--- config.mk ---
export PLATFORM = sky130hd
export DESIGN_NAME = clk_monitor
export DESIGN_NICKNAME = d
export VERILOG_FILES = /design/src/rtl/clk_monitor.sv
export SDC_FILE = /design/constraint.sdc
export NUM_CORES = 1
export LEC_CHECK = 0
export BUFFER_PORTS_ARGS = -buffer_cell sky130_fd_sc_hd__buf_2
export CORE_ASPECT_RATIO = 0.75
export CORE_UTILIZATION = 35
export CTS_CLUSTER_SIZE = 30
export DETAILED_ROUTE_END_ITERATION = 16
export SYNTH_ARGS = -nofsm -noshare
export SYNTH_HDL_FRONTEND = slang
export SYNTH_SLANG_ARGS = --single-unit
--- constraint.sdc ---
create_clock -name clk_in -period 2.81 [get_ports clk_in]
set_input_delay 0.281 -clock clk_in [delete_from_list [all_inputs] [get_ports clk_in]]
set_output_delay 0.281 -clock clk_in [all_outputs]
set_load 0.02 [all_outputs]
--- src/rtl/clk_monitor.sv ---
// Clock monitor: measures half-periods of an asynchronous divided clock in clk_in cycles,
// qualifies lock after consecutive in-tolerance intervals and flags short, long and
// timeout faults in a sticky register.
module clk_monitor #(
  parameter int unsigned TOGGLE_VALUE = 1000000,
  parameter int unsigned TOL          = 16,
  parameter int unsigned LOCK_COUNT   = 4
) (
  input  logic        clk_in,
  input  logic        rst,
  input  logic        slow_clk,
  input  logic        clear_fault,
  output logic [25:0] half_period,
  output logic        period_valid,
  output logic        locked,
  output logic        fault,
  output logic [1:0]  fault_code
);

  localparam int unsigned Exp        = TOGGLE_VALUE + 1;
  localparam logic [25:0] MinOk      = 26'(Exp - TOL);
  localparam logic [25:0] MaxOk      = 26'(Exp + TOL);
  localparam logic [25:0] TimeoutCnt = 26'(2 * Exp - 1);
  localparam int unsigned GoodW      = $clog2(LOCK_COUNT + 1);
  localparam logic [GoodW-1:0] GoodMax = GoodW'(LOCK_COUNT);

  localparam logic [1:0] CodeNone    = 2'b00;
  localparam logic [1:0] CodeShort   = 2'b01;
  localparam logic [1:0] CodeLong    = 2'b10;
  localparam logic [1:0] CodeTimeout = 2'b11;

  typedef enum logic [1:0] {StIdle, StArmed, StTrack} state_e;

  state_e            state_q, state_d;
  logic              sync1_q, sync2_q, hist_q;
  logic [25:0]       cnt_q, cnt_d;
  logic              hold_q, hold_d;
  logic [25:0]       half_period_q, half_period_d;
  logic              period_valid_q, period_valid_d;
  logic              locked_q, locked_d;
  logic              fault_q, fault_d;
  logic [1:0]        fault_code_q, fault_code_d;
  logic [GoodW-1:0]  good_q, good_d;

  logic              edge_det;
  logic              measure;
  logic              timeout;
  logic [25:0]       meas;

  assign edge_det = sync2_q ^ hist_q;
  assign meas     = cnt_q + 26'd1;

  // State register plus all datapath flops; async active-low reset.
  always_ff @(posedge clk_in or negedge rst) begin
    if (!rst) begin
      state_q        <= StIdle;
      sync1_q        <= 1'b0;
      sync2_q        <= 1'b0;
      hist_q         <= 1'b0;
      cnt_q          <= '0;
      hold_q         <= 1'b0;
      half_period_q  <= '0;
      period_valid_q <= 1'b0;
      locked_q       <= 1'b0;
      fault_q        <= 1'b0;
      fault_code_q   <= CodeNone;
      good_q         <= '0;
    end else begin
      state_q        <= state_d;
      sync1_q        <= slow_clk;
      sync2_q        <= sync1_q;
      hist_q         <= sync2_q;
      cnt_q          <= cnt_d;
      hold_q         <= hold_d;
      half_period_q  <= half_period_d;
      period_valid_q <= period_valid_d;
      locked_q       <= locked_d;
      fault_q        <= fault_d;
      fault_code_q   <= fault_code_d;
      good_q         <= good_d;
    end
  end

  // Next-state logic: first edge only arms, later edges measure, timeout drops to idle.
  always_comb begin
    state_d = state_q;
    unique case (state_q)
      StIdle:  if (edge_det) state_d = StArmed;
      StArmed: begin
        if (edge_det)     state_d = StTrack;
        else if (timeout) state_d = StIdle;
      end
      StTrack: if (timeout) state_d = StIdle;
      default: state_d = StIdle;
    endcase
  end

  // FSM outputs: measurement strobe and timeout detect.
  always_comb begin
    measure = edge_det && (state_q != StIdle);
    timeout = !edge_det && (state_q != StIdle) && (cnt_q >= TimeoutCnt);
  end

  // Interval counter: clears on edge, freezes after a timeout, saturates while idle.
  always_comb begin
    cnt_d  = cnt_q;
    hold_d = hold_q;
    if (edge_det) begin
      cnt_d  = '0;
      hold_d = 1'b0;
    end else if (timeout) begin
      hold_d = 1'b1;
    end else if (!hold_q && (cnt_q != '1)) begin
      cnt_d = cnt_q + 26'd1;
    end
  end

  // Measurement capture, tolerance check, lock qualification and sticky fault.
  always_comb begin
    half_period_d  = half_period_q;
    period_valid_d = 1'b0;
    good_d         = good_q;
    fault_d        = fault_q;
    fault_code_d   = fault_code_q;
    // Clear is applied first so a fault in the same cycle overrides it.
    if (clear_fault) begin
      fault_d      = 1'b0;
      fault_code_d = CodeNone;
    end
    if (measure) begin
      half_period_d  = meas;
      period_valid_d = 1'b1;
      if (meas < MinOk) begin
        fault_d      = 1'b1;
        fault_code_d = CodeShort;
        good_d       = '0;
      end else if (meas > MaxOk) begin
        fault_d      = 1'b1;
        fault_code_d = CodeLong;
        good_d       = '0;
      end else if (good_q != GoodMax) begin
        good_d = good_q + 1'b1;
      end
    end
    if (timeout) begin
      fault_d      = 1'b1;
      fault_code_d = CodeTimeout;
      good_d       = '0;
    end
    locked_d = (good_d == GoodMax);
  end

  assign half_period  = half_period_q;
  assign period_valid = period_valid_q;
  assign locked       = locked_q;
  assign fault        = fault_q;
  assign fault_code   = fault_code_q;

endmodule

==> Flow_metrics.wiki <==
{| class="wikitable"
! Metric !! Value
|-
| Initial antenna violation count || 0
|-
| Synth warn || 0
|-
| Async set or reset register ratio after synthesis || 1.00
|-
| Finished layout cell area || 0.00545 mm2
|-
| Arithmetic-cell share of the synthesized area counting full adders, half adders and majority gates || 0.0190
|-
| Post-synthesis share of cell area spent on and, or, nand and nor gates || 0.221
|-
| Maximum buffer depth of the clock tree || 2
|-
| Power density cells || 493 mW/mm2
|-
| Placer congestion estimate || 0.946
|-
| Number of distinct library cells after synthesis || 61
|-
| Aggregate global-route resource usage || 0.201
|-
| Largest net degree at the start of global routing || 37
|-
| Placed cell count || 643
|-
| XOR/XNOR share of the synthesized area || 0.0598
|-
| Stage delay of the slowest cell on the critical path || 0.57 ns
|-
| Static Leak || 2.39 nW
|-
| Reg power frac || 0.401
|-
| Count of routing violations after the opening detailed-route iteration || 293
|-
| Worst-path clk slew || 0.05 ns
|-
| Clock period minus final worst setup slack || 2.81 ns
|-
| # port buffers || 34
|-
| Clock network power share || 0.405
|-
| Number of global-route vias before repair || 3519
|-
| Cell seen most often among critical-path stages || sky130_fd_sc_hd__or4_4
|-
| Critical path peak fanout || 3
|-
| Library cell used as clock root buffer || sky130_fd_sc_hd__clkbuf_16
|-
| Sink count of the clock tree || 66
|-
| Synthesized netlist cell count || 442
|-
| Net load switching power || 0.817 mW
|-
| Post-synthesis mux area share || 0.00823
|-
| Register area share after synthesis || 0.418
|-
| Count of buffer and inverter cells on the critical path || 0
|-
| Mean post-synth cell area || 8.95 um2
|-
| Slowest CP cell || sky130_fd_sc_hd__or4_4
|-
| Total number of vias || 3834
|-
| Sequential cell area || 0.00166 mm2
|-
| Synthesized netlist net count || 452
|-
| Chip Height || 94.1 um
|-
| Required @ worst endpoint || 3.08 ns
|-
| Total gr overflow || 0
|-
| Post-Syn Area || 0.00396 mm2
|-
| Width of the chip || 125 um
|-
| Area Growth Syn to Fin || 37.9%
|-
| Router iterations before antenna repair || 11
|-
| Number of buffers created by CTS || 9
|-
| P_int || 1.87 mW
|-
| Seq cells post-synth || 66
|-
| Worst Path Class, Setup || flip-flop to flip-flop
|-
| Total of endpoints with negative setup slack in the final report || 0
|-
| Slew Viols, Final || 0
|-
| Max-cap viol count || 0
|-
| Dpl hpwl || 8380 um
|-
| Starting Density || 0.360
|-
| Most common flop cell mapped by yosys || sky130_fd_sc_hd__dfrtp_1
|-
| Top delay family on crit path || simple AND/OR/NAND/NOR gates
|-
| Post-Layout Cell Count || 676
|-
| Drt total wl || 11800 um
|-
| Latest clock arrival within the worst-skew pair || 0.34 ns
|-
| Largest family of logic cells by synthesized area || compound AO/OA/AOI/OAI gates
|-
| Antenna diode count || 0
|-
| Antenna Nets Post-Route || 0
|-
| Part of the total power dissipated in combinational logic || 0.194
|-
| Average detailed-routed wire length per instance || 17.5 um
|-
| Final clock period utilization by the worst path || 1.00
|-
| Compound-gate portion of the synthesized area || 0.223
|-
| VDD IR-drop max || 288 uV
|-
| Fin. Hold Viols || 0
|-
| Total Die Area || 0.0117 mm2
|-
| TNS Setup || 0 ns
|-
| Global-route wire length before repair || 18000 um
|-
| H-tree depth || 3
|-
| Nets@finish || 542
|-
| Crit path DAT || 3.08 ns
|-
| Type of element capturing the critical path || flip-flop
|-
| Area after detailed placement || 0.00469 mm2
|-
| Run status || finished, violations left
|-
| Number of synthesized flops with an enable pin || 0
|-
| Failing checks || design-rule violations
|-
| Min-delay worst type || input port to flip-flop
|-
| Unrepaired setup endpoints after global routing || true
|-
| Worst relative slew slack || 0.370
|-
| FMAX || 356 MHz
|-
| Cell Chain, Critical Path || nand4_4 > or4_4 > or3_4 > mux2i_2 > a211oi_4 > o31ai_4 > or4_4 > a21oi_2
|-
| Number of vias per cell after detailed routing || 5.67
|-
| # fillers || 1002
|-
| Number of rows created at floorplan || 33
|-
| Slew at the pin closest to its max-slew limit || 0.936 ns
|-
| Worst clock skew || 0.00674 ns
|-
| Drt drc || 13
|-
| Switching part of the total || 0.304
|-
| Area occupied by multi-input gates || 0.00245 mm2
|-
| TritonCTS clock tree || built
|-
| Total power || 2.69 mW
|-
| Share of final-layout standard cells stronger than drive strength 1 || 0.364
|-
| Boundary Pins || 35
|-
| Crit path launch type || flip-flop
|-
| Placeable Area || 0.0110 mm2
|}
## layout by cell type (no fill, tap or decap), drive strengths merged, types with 10 or more instances in the layout
master,n
nor4,10
xor2,10
xnor2,17
o21ai,50
nor2,15
nand2,49
nor3,11
o31ai,11
dfrtp,66
inv,12
nand3,11
a21oi,24
nand4,15
buf,115
## sequential cells by signal, summed over array words and instances (netlist names), 2 cells and up
signal and cells:
cnt_q 26, half_period 26, good_q 3, fault_code 2, state_q 2
## synthesized netlist by cell type, types with 3 or more instances
cell                         n  area [um2]
sky130_fd_sc_hd__nor4_2      4        50.1
sky130_fd_sc_hd__o211ai_1    5        37.5
sky130_fd_sc_hd__clkbuf_1   25        93.8
sky130_fd_sc_hd__a22o_1      3        26.3
sky130_fd_sc_hd__nand4_1    12        75.1
sky130_fd_sc_hd__inv_1      12        45.0
sky130_fd_sc_hd__o41ai_1     3        26.3
sky130_fd_sc_hd__nand2b_1    3        18.8
sky130_fd_sc_hd__nor4_1      5        31.3
sky130_fd_sc_hd__or4_1       6        45.0
sky130_fd_sc_hd__a21oi_1    24         120
sky130_fd_sc_hd__o31ai_1    11        82.6
sky130_fd_sc_hd__o21ai_0    48         240
sky130_fd_sc_hd__o2bb2ai_1   5        43.8
sky130_fd_sc_hd__a211oi_1    3        22.5
sky130_fd_sc_hd__nand3_1    11        55.1
sky130_fd_sc_hd__ha_1        6        75.1
sky130_fd_sc_hd__xnor2_1    17         149
sky130_fd_sc_hd__and4_1      3        26.3
sky130_fd_sc_hd__nor3_1     11        55.1
sky130_fd_sc_hd__buf_2       9        45.0
sky130_fd_sc_hd__and3_1      8        50.1
sky130_fd_sc_hd__a31oi_1     9        56.3
sky130_fd_sc_hd__dfrtp_1    66        1650
sky130_fd_sc_hd__nand2_1    48         180
sky130_fd_sc_hd__or3_1       7        43.8
sky130_fd_sc_hd__o31a_1      4        35.0
sky130_fd_sc_hd__nor2b_1     3        18.8
sky130_fd_sc_hd__nor2_1     15        56.3
sky130_fd_sc_hd__xor2_1     10        87.6
sky130_fd_sc_hd__nor3b_1     3        22.5
## per-layer routing
| layer | GRT usage | share of wire | vias up |
|---|---|---|---|
| li1 | - | - | 1808 |
| met1 | 0.279 | 0.46 | 1844 |
| met2 | 0.300 | 0.44 | 160 |
| met3 | 0.0490 | 0.079 | 22 |
| met4 | 0.0802 | 0.017 | 0 |
| met5 | 0 | 0 | - |
## worst paths after layout
kind / slack (ns) / cells after the start / startpoint / to
min in group asynchronous: 0.50 / 3 / rst / good_q[1]
max in group asynchronous: 1.92 / 3 / rst / cnt_q[1]
setup reg to reg: 0.001 / 8 / cnt_q[4] / good_q[1]
hold / removal: 0.05 / 1 / slow_clk / sync1_q
hold reg to reg: 0.35 / 0 / sync1_q / sync2_q
setup / recovery: 0.001 / 8 / cnt_q[4] / good_q[1]
## kinds of logic after synthesis
kind of cell / after synthesis
AOI/OAI and AO/OA: 137
muxes: 3
buffers and inverters: 50
xor gates and xnor gates: 27
and+or+nand+nor: 153
DFF: 66
adders and majority gates: 6
## power by group through the flow
stage | registers [mW] | clock network, mW | logic (mW)
after floorplan | 1.13 | 0 | 0.242
after global placement | 1.09 | 0 | 0.452
after detailed placement | 1.09 | 0 | 0.459
after CTS | 1.08 | 1.11 | 0.469
after global routing | 1.09 | 1.16 | 0.567
final | 1.08 | 1.09 | 0.520
## timing repair
| action | in CTS | in global routing |
|---|---|---|
| cloned | 0 | 1 |
| hold buffers | 1 | 0 |
| endpoints found under the hold margin | 30 | 0 |
| buffers inserted | 1 | 15 |
| setup endpoints to repair | 16 | 31 |
| resized for setup | 8 | 62 |
| pin swaps | 0 | 20 |
## through the flow
step	setup WS, ns	utilization	hold slack (ns)
3_3_place_gp	0.0245	0.427	0.326
4_1_cts	0.00119	0.459	0.0452
5_1_grt	-0.106	0.497	0.0477
6_report	0.00111	0.497	0.0507
3_5_place_dp	-0.156	0.427	0.334
2_1_floorplan	0.0146	-	-0.0146
## layout make-up
| cell class | instances | area share |
|---|---|---|
| multi-input combinational | 326 | 0.449 |
| tap | 140 | 0.0321 |
| timing repair buffer | 116 | 0.154 |
| sequential | 66 | 0.304 |
| clock buffer | 9 | 0.0413 |
| inverter | 13 | 0.00895 |
| clock inverter | 6 | 0.0108 |
Note: power is estimated with default switching activity, not from simulation.
